**src/rtl/aes_sec_feeder_pkg.sv**
```systemverilog
// Shared definitions for the AES cipher-interface feeder.
//   KS_*            key-size encodings seen on cmd_key_size
//   feedState_t     feeder sequencing states
//   outEntry_t      one output-buffer entry (last marker + 128-bit block)
//   keySizeOneHot   maps a key-size code to {Aes256, Aes192, Aes128}
package aes_sec_feeder_pkg;

  localparam logic [1:0] KS_128 = 2'd0;
  localparam logic [1:0] KS_192 = 2'd1;
  localparam logic [1:0] KS_256 = 2'd2;

  typedef enum logic [2:0] {
    IDLE,
    KEY,
    LOAD,
    SEND,
    DRAIN
  } feedState_t;

  typedef struct packed {
    logic         last;
    logic [127:0] data;
  } outEntry_t;

  // Code 3 is not a real key size; it is folded onto 256.
  function automatic logic [2:0] keySizeOneHot(input logic [1:0] keySize);
    logic [2:0] oneHot;
    case (keySize)
      KS_128:  oneHot = 3'b001;
      KS_192:  oneHot = 3'b010;
      KS_256:  oneHot = 3'b100;
      default: oneHot = 3'b100;
    endcase
    return oneHot;
  endfunction

endpackage

```
**src/rtl/aes_sec_out_fifo.sv**
```systemverilog
// Synchronous FIFO holding engine output blocks until downstream accepts them.
//   clk, rst_n   clock, async active-low reset (clears pointers, occupancy and storage)
//   wrEn/wrData  push request; ignored while full
//   rdEn         pop request; ignored while empty
//   rdData       head entry
//   full, empty  derived from the registered occupancy counter
module aes_sec_out_fifo
  import aes_sec_feeder_pkg::*;
#(
  parameter int DEPTH = 4
) (
  input  logic      clk,
  input  logic      rst_n,
  input  logic      wrEn,
  input  outEntry_t wrData,
  input  logic      rdEn,
  output outEntry_t rdData,
  output logic      full,
  output logic      empty
);

  localparam int PTR_W = $clog2(DEPTH);
  localparam logic [PTR_W:0] DEPTH_CNT = DEPTH[PTR_W:0];

  outEntry_t        mem [DEPTH];
  logic [PTR_W-1:0] wrPtr;
  logic [PTR_W-1:0] rdPtr;
  logic [PTR_W:0]   occ;
  logic             doWrite;
  logic             doRead;

  assign full    = (occ == DEPTH_CNT);
  assign empty   = (occ == '0);
  assign doWrite = wrEn && !full;
  assign doRead  = rdEn && !empty;
  assign rdData  = mem[rdPtr];

  // Pointers wrap naturally because DEPTH is a power of two.
  always_ff @(posedge clk or negedge rst_n) begin
    if (!rst_n) begin
      wrPtr <= '0;
      rdPtr <= '0;
      occ   <= '0;
      for (int i = 0; i < DEPTH; i++) begin
        mem[i] <= '0;
      end
    end else begin
      if (doWrite) begin
        mem[wrPtr] <= wrData;
        wrPtr      <= wrPtr + PTR_W'(1);
      end
      if (doRead) begin
        rdPtr <= rdPtr + PTR_W'(1);
      end
      case ({doWrite, doRead})
        2'b10:   occ <= occ + (PTR_W + 1)'(1);
        2'b01:   occ <= occ - (PTR_W + 1)'(1);
        default: occ <= occ;
      endcase
    end
  end

endmodule

```
**src/rtl/aes_sec_feeder.sv**
```systemverilog
// Drives the AES engine cipher interface for one frame per command:
// issues key init, packs 64-bit upstream words into 128-bit blocks, and
// returns engine output to a 128-bit downstream port with the frame-last
// marker restored.
//
// state | meaning
// ------+----------------------------------------------------------
// IDLE  | ready for a frame command
// KEY   | key init request held until the engine takes it
// LOAD  | collecting one or two 64-bit words into the block register
// SEND  | block presented to the engine, held while stalled
// DRAIN | last block issued, waiting for every output to leave
//
// Ports
//   cmd_*            frame command (key, key size, direction)
//   din*             64-bit upstream stream with frame-last marker
//   dout*            128-bit downstream stream with frame-last marker
//   Aes128/192/256   one-hot key size to engine, held for the frame
//   KeyIn, KeyInitVldR, KeyInitStall        engine key init handshake
//   EncryptEn        direction to engine, held for the frame
//   CiphIn, CiphInVldR, CiphInLastR, CiphInStall   engine block input
//   AesCiphOutR, AesCiphOutVldR, AesCiphOutStall   engine block output
module aes_sec_feeder
  import aes_sec_feeder_pkg::*;
#(
  parameter int OUT_DEPTH = 4,
  parameter int CNT_W     = 16
) (
  input  logic         clk,
  input  logic         rst_n,
  input  logic         cmd_vld,
  output logic         cmd_rdy,
  input  logic [255:0] cmd_key,
  input  logic [1:0]   cmd_key_size,
  input  logic         cmd_encrypt,
  input  logic [63:0]  din,
  input  logic         din_vld,
  input  logic         din_last,
  output logic         din_rdy,
  output logic [127:0] dout,
  output logic         dout_vld,
  output logic         dout_last,
  input  logic         dout_rdy,
  output logic         Aes128,
  output logic         Aes192,
  output logic         Aes256,
  output logic [255:0] KeyIn,
  output logic         KeyInitVldR,
  input  logic         KeyInitStall,
  output logic         EncryptEn,
  output logic [127:0] CiphIn,
  output logic         CiphInVldR,
  output logic         CiphInLastR,
  input  logic         CiphInStall,
  input  logic [127:0] AesCiphOutR,
  input  logic         AesCiphOutVldR,
  output logic         AesCiphOutStall
);

  feedState_t       state;
  logic             halfSel;
  logic             lastIssued;
  logic [CNT_W-1:0] issueCnt;
  logic [CNT_W-1:0] retCnt;

  outEntry_t        pushEntry;
  outEntry_t        headEntry;
  logic             fifoFull;
  logic             fifoEmpty;
  logic             pushEn;
  logic             popEn;

  // A returning block closes the frame only once the frame's last block has
  // gone out and this is the final outstanding return.
  assign AesCiphOutStall = fifoFull;
  assign pushEn          = AesCiphOutVldR && !fifoFull && (state != IDLE);
  assign pushEntry       = '{last: lastIssued && ((retCnt + CNT_W'(1)) == issueCnt),
                             data: AesCiphOutR};

  assign dout_vld  = !fifoEmpty;
  assign dout      = headEntry.data;
  assign dout_last = headEntry.last && !fifoEmpty;
  assign popEn     = dout_vld && dout_rdy;

  aes_sec_out_fifo #(
    .DEPTH (OUT_DEPTH)
  ) uOutFifo (
    .clk    (clk),
    .rst_n  (rst_n),
    .wrEn   (pushEn),
    .wrData (pushEntry),
    .rdEn   (popEn),
    .rdData (headEntry),
    .full   (fifoFull),
    .empty  (fifoEmpty)
  );

  always_ff @(posedge clk or negedge rst_n) begin
    if (!rst_n) begin
      state       <= IDLE;
      cmd_rdy     <= 1'b0;
      din_rdy     <= 1'b0;
      KeyIn       <= '0;
      Aes128      <= 1'b0;
      Aes192      <= 1'b0;
      Aes256      <= 1'b0;
      EncryptEn   <= 1'b0;
      KeyInitVldR <= 1'b0;
      CiphIn      <= '0;
      CiphInVldR  <= 1'b0;
      CiphInLastR <= 1'b0;
      halfSel     <= 1'b0;
      lastIssued  <= 1'b0;
      issueCnt    <= '0;
      retCnt      <= '0;
    end else begin
      if (pushEn) begin
        retCnt <= retCnt + CNT_W'(1);
      end

      case (state)
        IDLE: begin
          cmd_rdy <= 1'b1;
          if (cmd_vld && cmd_rdy) begin
            cmd_rdy                  <= 1'b0;
            KeyIn                    <= cmd_key;
            {Aes256, Aes192, Aes128} <= keySizeOneHot(cmd_key_size);
            EncryptEn                <= cmd_encrypt;
            KeyInitVldR              <= 1'b1;
            state                    <= KEY;
          end
        end

        KEY: begin
          if (KeyInitVldR && !KeyInitStall) begin
            KeyInitVldR <= 1'b0;
            din_rdy     <= 1'b1;
            halfSel     <= 1'b0;
            state       <= LOAD;
          end
        end

        LOAD: begin
          if (din_vld && din_rdy) begin
            if (!halfSel) begin
              // Upper half is pre-zeroed so a single-word block is padded.
              CiphIn <= {64'h0, din};
              if (din_last) begin
                din_rdy     <= 1'b0;
                CiphInVldR  <= 1'b1;
                CiphInLastR <= 1'b1;
                state       <= SEND;
              end else begin
                halfSel <= 1'b1;
              end
            end else begin
              CiphIn[127:64] <= din;
              halfSel        <= 1'b0;
              din_rdy        <= 1'b0;
              CiphInVldR     <= 1'b1;
              CiphInLastR    <= din_last;
              state          <= SEND;
            end
          end
        end

        SEND: begin
          if (CiphInVldR && !CiphInStall) begin
            CiphInVldR  <= 1'b0;
            CiphInLastR <= 1'b0;
            issueCnt    <= issueCnt + CNT_W'(1);
            if (CiphInLastR) begin
              lastIssued <= 1'b1;
              state      <= DRAIN;
            end else begin
              din_rdy <= 1'b1;
              state   <= LOAD;
            end
          end
        end

        DRAIN: begin
          if ((retCnt == issueCnt) && fifoEmpty) begin
            issueCnt   <= '0;
            retCnt     <= '0;
            lastIssued <= 1'b0;
            cmd_rdy    <= 1'b1;
            state      <= IDLE;
          end
        end

        default: state <= IDLE;
      endcase
    end
  end

endmodule

```
**config.mk**
```make
export PLATFORM = sky130hd
export DESIGN_NAME = aes_sec_feeder
export DESIGN_NICKNAME = d
export VERILOG_FILES = /design/src/rtl/aes_sec_feeder_pkg.sv /design/src/rtl/aes_sec_out_fifo.sv /design/src/rtl/aes_sec_feeder.sv
export SDC_FILE = /design/constraint.sdc
export NUM_CORES = 1
export LEC_CHECK = 0
export BUFFER_PORTS_ARGS = -buffer_cell sky130_fd_sc_hd__buf_4
export CAP_MARGIN = 20
export CORE_AREA = 2 2 382 384
export CTS_CLUSTER_DIAMETER = 60
export CTS_CLUSTER_SIZE = 20
export DETAILED_ROUTE_END_ITERATION = 7
export DIE_AREA = 0 0 384 386
export GPL_TIMING_DRIVEN = 1
export PLACE_DENSITY_LB_ADDON = 0.08
export SYNTH_ARGS = -nofsm -noshare
export SYNTH_HDL_FRONTEND = slang
export SYNTH_SLANG_ARGS = --single-unit
export TNS_END_PERCENT = 5
```
**constraint.sdc**
```tcl
create_clock -name clk -period 5 [get_ports clk]
set_clock_uncertainty 0.05 [all_clocks]
set_input_delay 1 -clock clk [delete_from_list [all_inputs] [get_ports clk]]
set_output_delay 1 -clock clk [all_outputs]
set_load 0.005 [all_outputs]
```
==> results.txt <==
The flow ran to the end, and the final reports show no timing, DRC or antenna violations. The global route total overflow was 0; the wire length of the first global-routing pass was 214000 um. The tools report the standby leakage power as 0.0257 uW.

The run gives 0 as the number of endpoints failing setup at the final stage. After routing the design area is 53500 um2. The clock latency reported for the late side of the worst-skew pair came out at 710 ps.

The tools report the synthesized netlist net count as 3559. Of the cells placed in the final design, the portion with a size suffix greater than 1 is 37.1%. The net total in the final layout is 4554, and the number of gates resized after cts is 0. After layout, the worst path uses 79.3% of the clock period.

The via count of the first global-routing pass is 29.0k, and the area after detailed placement is 49500 um2. The worst hold path belongs to the class in2async. Adding up every negative setup slack in the final design gives 0 ps. The area of the core region is 145000 um2. The number of cells on the worst reg-to-reg path is 5. The first TritonRoute pass finished after 4 iterations. After synthesis, the largest area contributor takes up 60.2% of total cell area. The startpoint of the worst register-to-register path is state[0]$_DFFE_PN0P_.

The die covers 148000 um2. The post-detailed-route count of antenna-violating nets is 0. For the number of cells after detailed placement, the log shows 5886. After detailed routing, the average wire length per cell comes to 24.3 um. The total of flip-flops plus latches after synthesis is 953. The routed design has 148000 um of wire.

The worst setup path is launched from a flop. The tools report the fmax as 0.252 GHz. Row generation in the floorplan step produced 140 rows.

Ranked by total cell area, the synthesized netlist is headed by sky130_fd_sc_hd__dfrtp_1 (60%), sky130_fd_sc_hd__mux2_1 (13%), sky130_fd_sc_hd__nand2_1 (8.9%), sky130_fd_sc_hd__mux4_2 (7.3%), sky130_fd_sc_hd__mux2_2 (3.8%). Setup slack on the worst reg-to-reg path comes out at 1780 ps. The run gives 0 as the number of violations of the max-capacitance limit. The number of antenna violations at the first check in global routing came out at 25. After clock tree synthesis, the flow added hold-fix buffers numbering 0. The number of enable-type register cells in the synthesized netlist came out at 0. After synthesis, the share of flip-flops with an asynchronous set or reset is 100%.

The number of primary I/O pins is 984. The die is 386 um tall. The largest delay contributor family on the critical path is flip-flops. For the detailed placement HPWL, the log shows 108000 um. The worst-case IR drop observed on VDD is 0.342 mV. Sorting the synthesized cells by how often they occur yields sky130_fd_sc_hd__dfrtp_1 (953), sky130_fd_sc_hd__nand2_1 (938), sky130_fd_sc_hd__mux2_1 (448).

Summing the sequential cell areas from Yosys gives 60.2% of the chip area. The routed layout has 27.5k vias. Global routing used 19.7% of the available tracks. In this design, the critical path's most frequently occurring cell is sky130_fd_sc_hd__buf_4. The critical path required time is 3950 ps. The synthesized area per cell is 12.8 um2, and the number of DRC violations after detailed routing is 0. The tools report the CTS root buffer as sky130_fd_sc_hd__clkbuf_16. Entering global routing, the biggest net connects 163 pins. For this run, the slowest stage of the critical path takes 1050 ps. For the number of clock sinks, the log shows 953. In the synthesized netlist the dominant register cell turns out to be sky130_fd_sc_hd__dfrtp_1.

The count of buffers added on input and output ports is 983. Walking the worst path, the cells encountered are buf_4 > mux4_2 > buf_4. Power per standard cell area: 690 nW/um2. Dividing the detail-routed via count by the number of cells gives 4.51. Number of buffers and inverters on the critical path: 2. The cell taking the most area after synthesis is sky130_fd_sc_hd__dfrtp_1.

The number of DRC violations after detailed-routing iteration 0 came out at 1148. The most frequently used cell type in the post-synthesis netlist is sky130_fd_sc_hd__dfrtp_1. The logs give 0 for the hold violation total from the final report and 0 for the number of buffers inserted by post-CTS setup repair. The run gives 0 as the count of synthesis-stage warnings from yosys. The endpoint type of the worst setup path is a primary output. The longest clock path from root to sink contains 3 buffers. The count of different cell masters after synthesis is 54, and the global placement routability congestion is 0.809. The count of final max-slew check failures is 0, and the minimum clock period is 3960 ps.

Worst-path cell with the longest stage delay: sky130_fd_sc_hd__dfrtp_4. From left edge to right edge, the die measures 384 um. The CTS H-tree depth is 3. Clock-pin slew was measured on the worst setup and hold paths at 70 ps.

Critical path class: reg2out. Layout-stage area growth over the synthesis result: 35.1%. In this run the tightest slew margin relative to its limit is 26.8%. TritonCTS built the clock tree. Along the worst path, the maximum fanout reaches 40.

In this run the cell area of the synthesized design comes to 39600 um2. The total CTS buffers is 115. Setup repair after global routing left no endpoint under its margin. The tools report the count of mapped cells out of synthesis as 3091.

The worst path arrival time came out at 2910 ps. The endpoint identified for the worst register-to-register timing path is uOutFifo.mem[250]$_DFFE_PN0P_. Once the floorplan was initialized, standard cells occupied 27.4% of the core. For the pin with the worst max-slew slack, the measured transition is 1100 ps.

Once layout is complete, the cells apart from fillers number 6104.
-- report_power, final --
group | internal [uW] | switching (uW)
Clock | 5160 | 3780
Sequential | 11500 | 2240
Combinational | 7700 | 6560
Total | 24300 | 12600
-- metrics by stage --
step	util, %	power [uW]	hold WS [ps]	worst slack, ps
after floorplan	-	20200	397	2370
after global placement	34.2	28300	402	1410
after detailed placement	34.2	28400	408	1620
after CTS	37.0	37700	280	836
after global routing	37.0	39400	281	810
final	37.0	36900	249	1040
-- worst max-delay path by stage --
stage,startpoint,to,slack (ps),depth (start not counted)
after global routing,uOutFifo.rdPtr[0]$_DFFE_PN0P_,dout[13],810,3
after detailed placement,AesCiphOutVldR,uOutFifo.mem[474]$_DFFE_PN0P_,1620,6
final,uOutFifo.rdPtr[0]$_DFFE_PN0P_,dout[13],1040,3
after floorplan,uOutFifo.rdPtr[0]$_DFFE_PN0P_,dout[10],2370,4
after global placement,uOutFifo.occ[0]$_DFFE_PN0P_,uOutFifo.mem[164]$_DFFE_PN0P_,1410,5
after CTS,uOutFifo.rdPtr[0]$_DFFE_PN0P_,dout[13],840,3
-- cell families (layout without fill, tap and decap cells) --
| group | Yosys count | count (layout) | synth area share, % |
|---|---|---|---|
| AO/OA/AOI/OAI | 36 | 36 | 0.571 |
| XOR/XNOR | 56 | 56 | 1.24 |
| adder cells (fa/ha/maj) | 8 | 8 | 0.271 |
| buffers and inverters | 198 | 1290 | 2.32 |
| flip-flops | 953 | 953 | 60.2 |
| multiplexers | 713 | 713 | 23.9 |
| other | 0 | 4 | 0 |
| AND/OR/NAND/NOR | 1127 | 1127 | 11.5 |
-- metal layers --
layer	part of all wire, %	routed length (um)	up-vias	GRT usage (%)
li1	-	-	12535	-
met1	41	61300	14151	24.5
met2	49	72400	672	32.5
met3	8.3	12200	155	7.50
met4	1.5	2290	14	3.83
met5	0.057	85	-	0
-- flip-flops by register name (all words and copies together) (netlist names), 2 cells and up --
name and cells:
uOutFifo.occ 3, uOutFifo.mem 516, state 3, CiphIn 128
uOutFifo.rdPtr 2, uOutFifo.wrPtr 2, KeyIn 256, issueCnt 16
retCnt 16
-- layout make-up --
cell class                      instances  area [um2]
Clock buffer                          133        3060
Sequential cell                       953       23900
Multi-Input combinational cell       1940       14900
Timing Repair Buffer                 1062        8220
Inverter                               14        52.6
Clock inverter                         81        1010
Fill cell                           14317       91000
Antenna cell                            4        10.0
Tap cell                             1917        2400
-- cell usage in the layout (no fill, tap or decap), types with 10 or more instances in the layout --
cell type,count
sky130_fd_sc_hd__buf_4,1042
sky130_fd_sc_hd__dfrtp_1,950
sky130_fd_sc_hd__nand2_1,934
sky130_fd_sc_hd__mux2_1,448
sky130_fd_sc_hd__mux2_2,133
sky130_fd_sc_hd__mux4_2,129
sky130_fd_sc_hd__clkbuf_16,116
sky130_fd_sc_hd__nand3_1,78
sky130_fd_sc_hd__nor2_1,50
sky130_fd_sc_hd__xnor2_1,30
sky130_fd_sc_hd__xor2_1,26
sky130_fd_sc_hd__inv_6,19
sky130_fd_sc_hd__buf_12,19
sky130_fd_sc_hd__clkinv_2,15
sky130_fd_sc_hd__inv_1,13
sky130_fd_sc_hd__bufinv_16,13
sky130_fd_sc_hd__o21ai_0,12
sky130_fd_sc_hd__clkinvlp_4,11
sky130_fd_sc_hd__clkinv_4,11
sky130_fd_sc_hd__nand4_1,10
(Power assumes the default switching activity.)
